--- config.mk ---
export PLATFORM = sky130hd
export DESIGN_NAME = uart_tx
export DESIGN_NICKNAME = d
export VERILOG_FILES = /design/src/rtl/uart_tx.sv
export SDC_FILE = /design/constraint.sdc
export NUM_CORES = 1
export LEC_CHECK = 0
export ABC_CLOCK_PERIOD_IN_PS = 2300
export CAP_MARGIN = 20
export CELL_PAD_IN_SITES_DETAIL_PLACEMENT = 0
export CELL_PAD_IN_SITES_GLOBAL_PLACEMENT = 1
export CORE_ASPECT_RATIO = 1.25
export CORE_UTILIZATION = 25
export DETAILED_ROUTE_END_ITERATION = 12
export GPL_TIMING_DRIVEN = 0
export PLACE_DENSITY = 0.51
export RECOVER_POWER = 25
export SLEW_MARGIN = 20
export SYNTH_ARGS = -nofsm -noshare
export SYNTH_HDL_FRONTEND = slang
export SYNTH_SLANG_ARGS = --single-unit
export TNS_END_PERCENT = 50
--- constraint.sdc ---
create_clock -name clkx16 -period 2.3 [get_ports clkx16]
set_clock_uncertainty 0.2 [all_clocks]
set_input_delay 0.23 -clock clkx16 [delete_from_list [all_inputs] [get_ports clkx16]]
set_output_delay 0.23 -clock clkx16 [all_outputs]
set_load 0.01 [all_outputs]
--- src/rtl/uart_tx.sv ---
// uart_tx: start/busy handshake UART transmitter, LSB-first, optional parity, 1 or 2 stop bits
module uart_tx #(
  parameter int DATA_BITS  = 8,
  parameter int OVERSAMPLE = 16,
  parameter int PARITY     = 0,
  parameter int STOP_BITS  = 1
) (
  input  logic       clkx16,
  input  logic       reset,
  input  logic [7:0] data,
  input  logic       start,
  output logic       tx,
  output logic       busy,
  output logic       done
);
  localparam logic [2:0] S_IDLE   = 3'd0;
  localparam logic [2:0] S_START  = 3'd1;
  localparam logic [2:0] S_DATA   = 3'd2;
  localparam logic [2:0] S_PARITY = 3'd3;
  localparam logic [2:0] S_STOP   = 3'd4;
  localparam int TW = OVERSAMPLE > 1 ? $clog2(OVERSAMPLE) : 1;
  logic [2:0]           r_state;
  logic [TW-1:0]        r_tick;
  logic [2:0]           r_bit;
  logic [DATA_BITS-1:0] r_shift;
  logic                 r_par;
  logic                 r_tx;
  logic                 r_busy;
  logic                 r_done;
  logic                 w_last;
  assign w_last = r_tick == TW'(OVERSAMPLE - 1);
  assign tx     = r_tx;
  assign busy   = r_busy;
  assign done   = r_done;
  // Frame sequencer: each bit is held for OVERSAMPLE ticks, next bit loaded on the last tick edge
  always_ff @(posedge clkx16) begin
    if (reset) begin
      r_state <= S_IDLE;
      r_tick  <= '0;
      r_bit   <= '0;
      r_shift <= '0;
      r_par   <= 1'b0;
      r_tx    <= 1'b1;
      r_busy  <= 1'b0;
      r_done  <= 1'b0;
    end else begin
      r_done <= 1'b0;
      if (r_state == S_IDLE) begin
        if (start) begin
          r_shift <= data[DATA_BITS-1:0];
          r_par   <= (^data[DATA_BITS-1:0]) ^ (PARITY == 2);
          r_tx    <= 1'b0;
          r_busy  <= 1'b1;
          r_state <= S_START;
          r_tick  <= '0;
        end
      end else if (!w_last) begin
        r_tick <= r_tick + TW'(1);
      end else begin
        r_tick <= '0;
        case (r_state)
          S_START: begin
            r_tx    <= r_shift[0];
            r_bit   <= '0;
            r_state <= S_DATA;
          end
          S_DATA: begin
            if (r_bit == 3'(DATA_BITS - 1)) begin
              r_bit   <= '0;
              r_tx    <= PARITY != 0 ? r_par : 1'b1;
              r_state <= PARITY != 0 ? S_PARITY : S_STOP;
            end else begin
              r_bit   <= r_bit + 3'd1;
              r_tx    <= r_shift[1];
              r_shift <= r_shift >> 1;
            end
          end
          S_PARITY: begin
            r_tx    <= 1'b1;
            r_bit   <= '0;
            r_state <= S_STOP;
          end
          default: begin
            if (r_bit == 3'(STOP_BITS - 1)) begin
              r_bit   <= '0;
              r_state <= S_IDLE;
              r_busy  <= 1'b0;
              r_done  <= 1'b1;
            end else begin
              r_bit <= r_bit + 3'd1;
            end
          end
        endcase
      end
    end
  end
endmodule

After elaboration in Yosys (flattened, before gate mapping)
Index checks and enable logic that the tools add are counted.
{ "word_totals": {"regBits": 21, "in_bits": 11} }
{ "classes": {"n_eq_ne": 9, "mux": 28, "bitwise": 2, "addsub": 2, "reduce_logical": 15} }
{ "ops": {"columns": ["cell", "count"], "rows": [
  ["8-bit 2-to-1 mux", 5],
  ["3-bit 2-to-1 mux", 7],
  ["4-bit 2-to-1 mux", 3],
  ["4-bit AND reduction", 3],
  ["1-bit 2-to-1 mux", 10],
  ["3-bit one-hot mux with 3 select lines", 1],
  ["3-bit by 2-bit equality test with 1-bit output (second input constant)", 2],
  ["3-bit zero test", 2],
  ["3-bit one-hot mux with 2 select lines", 1],
  ["2-bit nonzero test", 3],
  ["6-bit OR reduction", 1],
  ["5-bit nonzero test", 1],
  ["4-bit by 1-bit adder with 4-bit output (second input constant)", 1],
  ["4-bit equality test (second input constant)", 1],
  ["2-bit inequality test (second input constant)", 2],
  ["4-bit nonzero test", 1],
  ["3-bit by 1-bit adder with 3-bit output (second input constant)", 1],
  ["3-bit by 1-bit equality test with 1-bit output (second input constant)", 1],
  ["3-bit equality test (second input constant)", 1],
  ["3-bit inequality test (second input constant)", 1],
  ["1-bit one-hot mux with 3 select lines", 1],
  ["3-bit AND reduction", 1],
  ["3-bit OR reduction", 1],
  ["2-bit by 1-bit inequality test with 1-bit output (second input constant)", 1],
  ["3 further kinds", 4]
]} }

Depth between registers and ports, before layout
{ "logic_depth": {"ltp_word": 5, "depth_mapped": 7, "depth_no_buf": 6} }

Worst setup path before layout
No wires, ideal clock.
{ "synth_timing": {"kind": "register -> register", "startpoint": "register r_tick[0]", "endpoint": "register r_state[2]", "path_buffers": 1, "setup_slack_ns": 0.422, "t_arrival_ns": 1.608, "t_required_ns": 2.029, "period_less_slack_ns": 1.878, "setup_ns": 0.071, "stages_incl_launch_ff": 7, "path_cell_list": "dfxtp_1 -> ha_1 -> and3_1 -> clkbuf_1 -> nand2_1 -> or4b_1 -> a21oi_1"} }
{ "synth_between": {"elab_chain_cells": 3} }
{ "synth_rtl": {"columns": ["item", "line_no", "source"], "rows": [
  ["start: declaration", "23", "logic [TW-1:0] r_tick;"],
  ["start signal: assignment", "58", "r_tick <= r_tick + TW'(1);"],
  ["4-bit equality test", "31", "assign w_last = r_tick == TW'(OVERSAMPLE - 1);"],
  ["2-bit nonzero test (no line)", null, null],
  ["4-bit AND reduction (no line)", null, null],
  ["end signal: assignment", "71", "r_state <= PARITY != 0 ? S_PARITY : S_STOP;"],
  ["end: declaration", "22", "logic [2:0] r_state;"]
]} }
Every way passes these cells.
A chain may end at the register's enable or synchronous reset.

Final worst setup path
{ "layout_timing": {"startpoint": "register r_tick[0]", "endpoint": "register r_state[1]"} }
Same word-level chain as after synthesis.

==> results.json <==
{
  "status": "finished, final reports clean",
  "place.gp.congestion": 0.691,
  "die_w_microns": 60.2,
  "ctsHoldBuffers": 0,
  "switching_power_mw": 0.223,
  "yosys_warnings": 0,
  "h-tree-depth": 1,
  "start_kind": "flip-flop",
  "placed_cells": 199,
  "peakVddDrop_mv": 0.177,
  "layout_common_cells": "nand2_1, dfxtp_1, nor2_1",
  "diodes": 0,
  "max_clock_freq_mhz": 483,
  "syn_area_sq_um": 1060,
  "async_flop_share_pct": 0,
  "rsz0062_at_grt": "false",
  "reg2regPathDepth": 5,
  "grt_max_degree": 12,
  "grt_pass1_wl_mm": 4.32,
  "hpwl_mm": 1.81,
  "relSlewSlack_pct": 66.8,
  "synth_seq_cells": 21,
  "finalSetupTns_ns": 0,
  "finalHoldViolations": 0,
  "period_share_pct": 90.1,
  "rows": 26,
  "num-nets-final": 162,
  "setup_viol": 0,
  "viasPerCell": 4.71,
  "die_h_microns": 74.7,
  "area_growth_pct": 23.4,
  "holdCritPathClass": "reg2reg",
  "hold_start": "r_shift[7]",
  "start_util_pct": 26.0,
  "clk_path_buf_depth": 2,
  "wire_per_inst_microns": 12.4,
  "crit_type": "reg2reg",
  "grt_usage_pct": 12.8,
  "nFillCells": 449,
  "drive_above_1_share_pct": 8.22,
  "holdWs_ns": 0.260,
  "finalNonFillerCells": 202,
  "p_leak_nw": 0.491,
  "netlist_instances": 130,
  "path_max_fanout": 7,
  "cts_setup_buffers": 0,
  "crit_path_end_kind": "flip-flop",
  "core-area_sq_um": 4070,
  "synth_seq_area_share_pct": 39.8,
  "holdPathStages": 2,
  "final_antenna_net_count": 0,
  "drt-initial-drc-count": 25,
  "firstDrtPassIters": 4,
  "antenna_found_initial": 0,
  "slew_violations": 0,
  "grt_pass1_vias": 928,
  "cp.required_ns": 2.28,
  "seq_power_share_pct": 50.8,
  "die_area_sq_um": 4490,
  "tightest_slew_ns": 0.499,
  "path_clk_slew_ns": 0.07,
  "cts_tree": "built",
  "io_buffers": 13,
  "dp_worst_setup_slack_ns": 0.0996,
  "period_minus_slack_ns": 2.07,
  "synth_cell_types": 34,
  "power_density_nw_per_um2": 615,
  "crit_start": "r_tick[0]",
  "power_frac_comb_pct": 18.6,
  "synth-edff-count": 0,
  "power_frac_clock_pct": 30.6,
  "ctsResizeCount": 0,
  "grt_overflow_total": 0,
  "vias": 951,
  "cts_root_buf": "clkbuf_8",
  "cts-buffers-inserted": 3,
  "synth-main-ff-cell": "dfxtp_1",
  "clk-insertion-delay-late_ns": 0.26,
  "drc": 0,
  "io_pins": 14,
  "timing.rr.start": "r_tick[0]",
  "maxCapViolCount": 0,
  "wl_mm": 2.51,
  "internal_power_mw": 0.580,
  "arrival_ns": 2.05,
  "fin_ws_ns": 0.228,
  "swShare_pct": 27.8,
  "cts.sinks": 21,
  "synth_nets": 145,
  "syn-mean-instance-area_sq_um": 8.13
}
## stage by stage
| stage | power [mW] | area (sq um) | util [%] |
|---|---|---|---|
| after global placement | 0.565 | 1260 | 30.9 |
| after global routing | 0.862 | 1310 | 32.1 |
| after floorplan | 0.513 | 1060 | - |
| after detailed placement | 0.568 | 1260 | 30.9 |
| final | 0.803 | 1310 | 32.1 |
| after CTS | 0.823 | 1300 | 32.0 |
## worst max-delay path: stages, from the launching register on
cell and delay, ns:
dfxtp_1 0.41, ha_1 0.24, and3_1 0.34, a21oi_1 0.16, or4_1 0.49, a21oi_1 0.15
## power by group through the flow
stage	clock [mW]	combinational (mW)	sequential (mW)
final	0.246	0.149	0.408
after detailed placement	0	0.152	0.416
after floorplan	0	0.0997	0.413
after global placement	0	0.151	0.415
after CTS	0.263	0.153	0.407
after global routing	0.281	0.170	0.411
## state kept, by name (all words and copies together) (netlist names)
register  flops
busy          1
done          1
r_bit         3
r_shift       8
r_state       3
r_tick        4
tx            1
## synthesized netlist by cell type, drive strengths merged, types with 2 or more instances
cell / count / area, sq um
clkbuf: 6 / 22.5
inv: 3 / 11.3
buf: 3 / 21.3
nor3: 5 / 30.0
nand2: 21 / 78.8
nand3: 5 / 25.0
dfxtp: 21 / 420
nor2: 17 / 63.8
a22o: 2 / 18.8
a31oi: 2 / 12.5
a311oi: 7 / 73.8
ha: 4 / 50.1
nand3b: 2 / 15.0
a21oi: 12 / 60.1
o21ai: 5 / 25.0
## routing by layer
layer,up-vias,part of all wire (%),global-route usage [%]
met2,15,48,20.5
li1,493,-,-
met1,441,48,16.7
met4,0,0.72,5.43
met3,2,3.1,2.41
met5,-,0,0
## cell type report
class | instances | area [sq um] | share of cell area, %
multi-input cells | 97 | 588 | 45.1
flip-flops and latches | 21 | 420 | 32.2
repair buffers | 13 | 130 | 9.97
well taps | 56 | 70.1 | 5.37
clock buffers | 4 | 45.0 | 3.45
plain buffers | 8 | 40.0 | 3.07
inverters | 3 | 11.3 | 0.863
## kinds of logic (layout without fill, tap and decap cells)
family                     Yosys count  count (layout)  share of synthesized area [%]
and+or+nand+nor                     60              60                           28.5
DFF                                 21              21                           39.8
AOI/OAI and AO/OA                   33              33                           21.8
adders and majority gates            4               4                           4.73
buffers and inverters               12              28                           5.21
## worst paths after layout
| check | endpoint | slack (ns) |
|---|---|---|
| setup / recovery | r_state[1] | 0.23 |
| hold / removal | r_shift[7] | 0.26 |
| setup reg to reg | r_state[1] | 0.23 |
| hold reg to reg | r_shift[7] | 0.26 |
No activity file was read; power rests on OpenSTA's default activity.
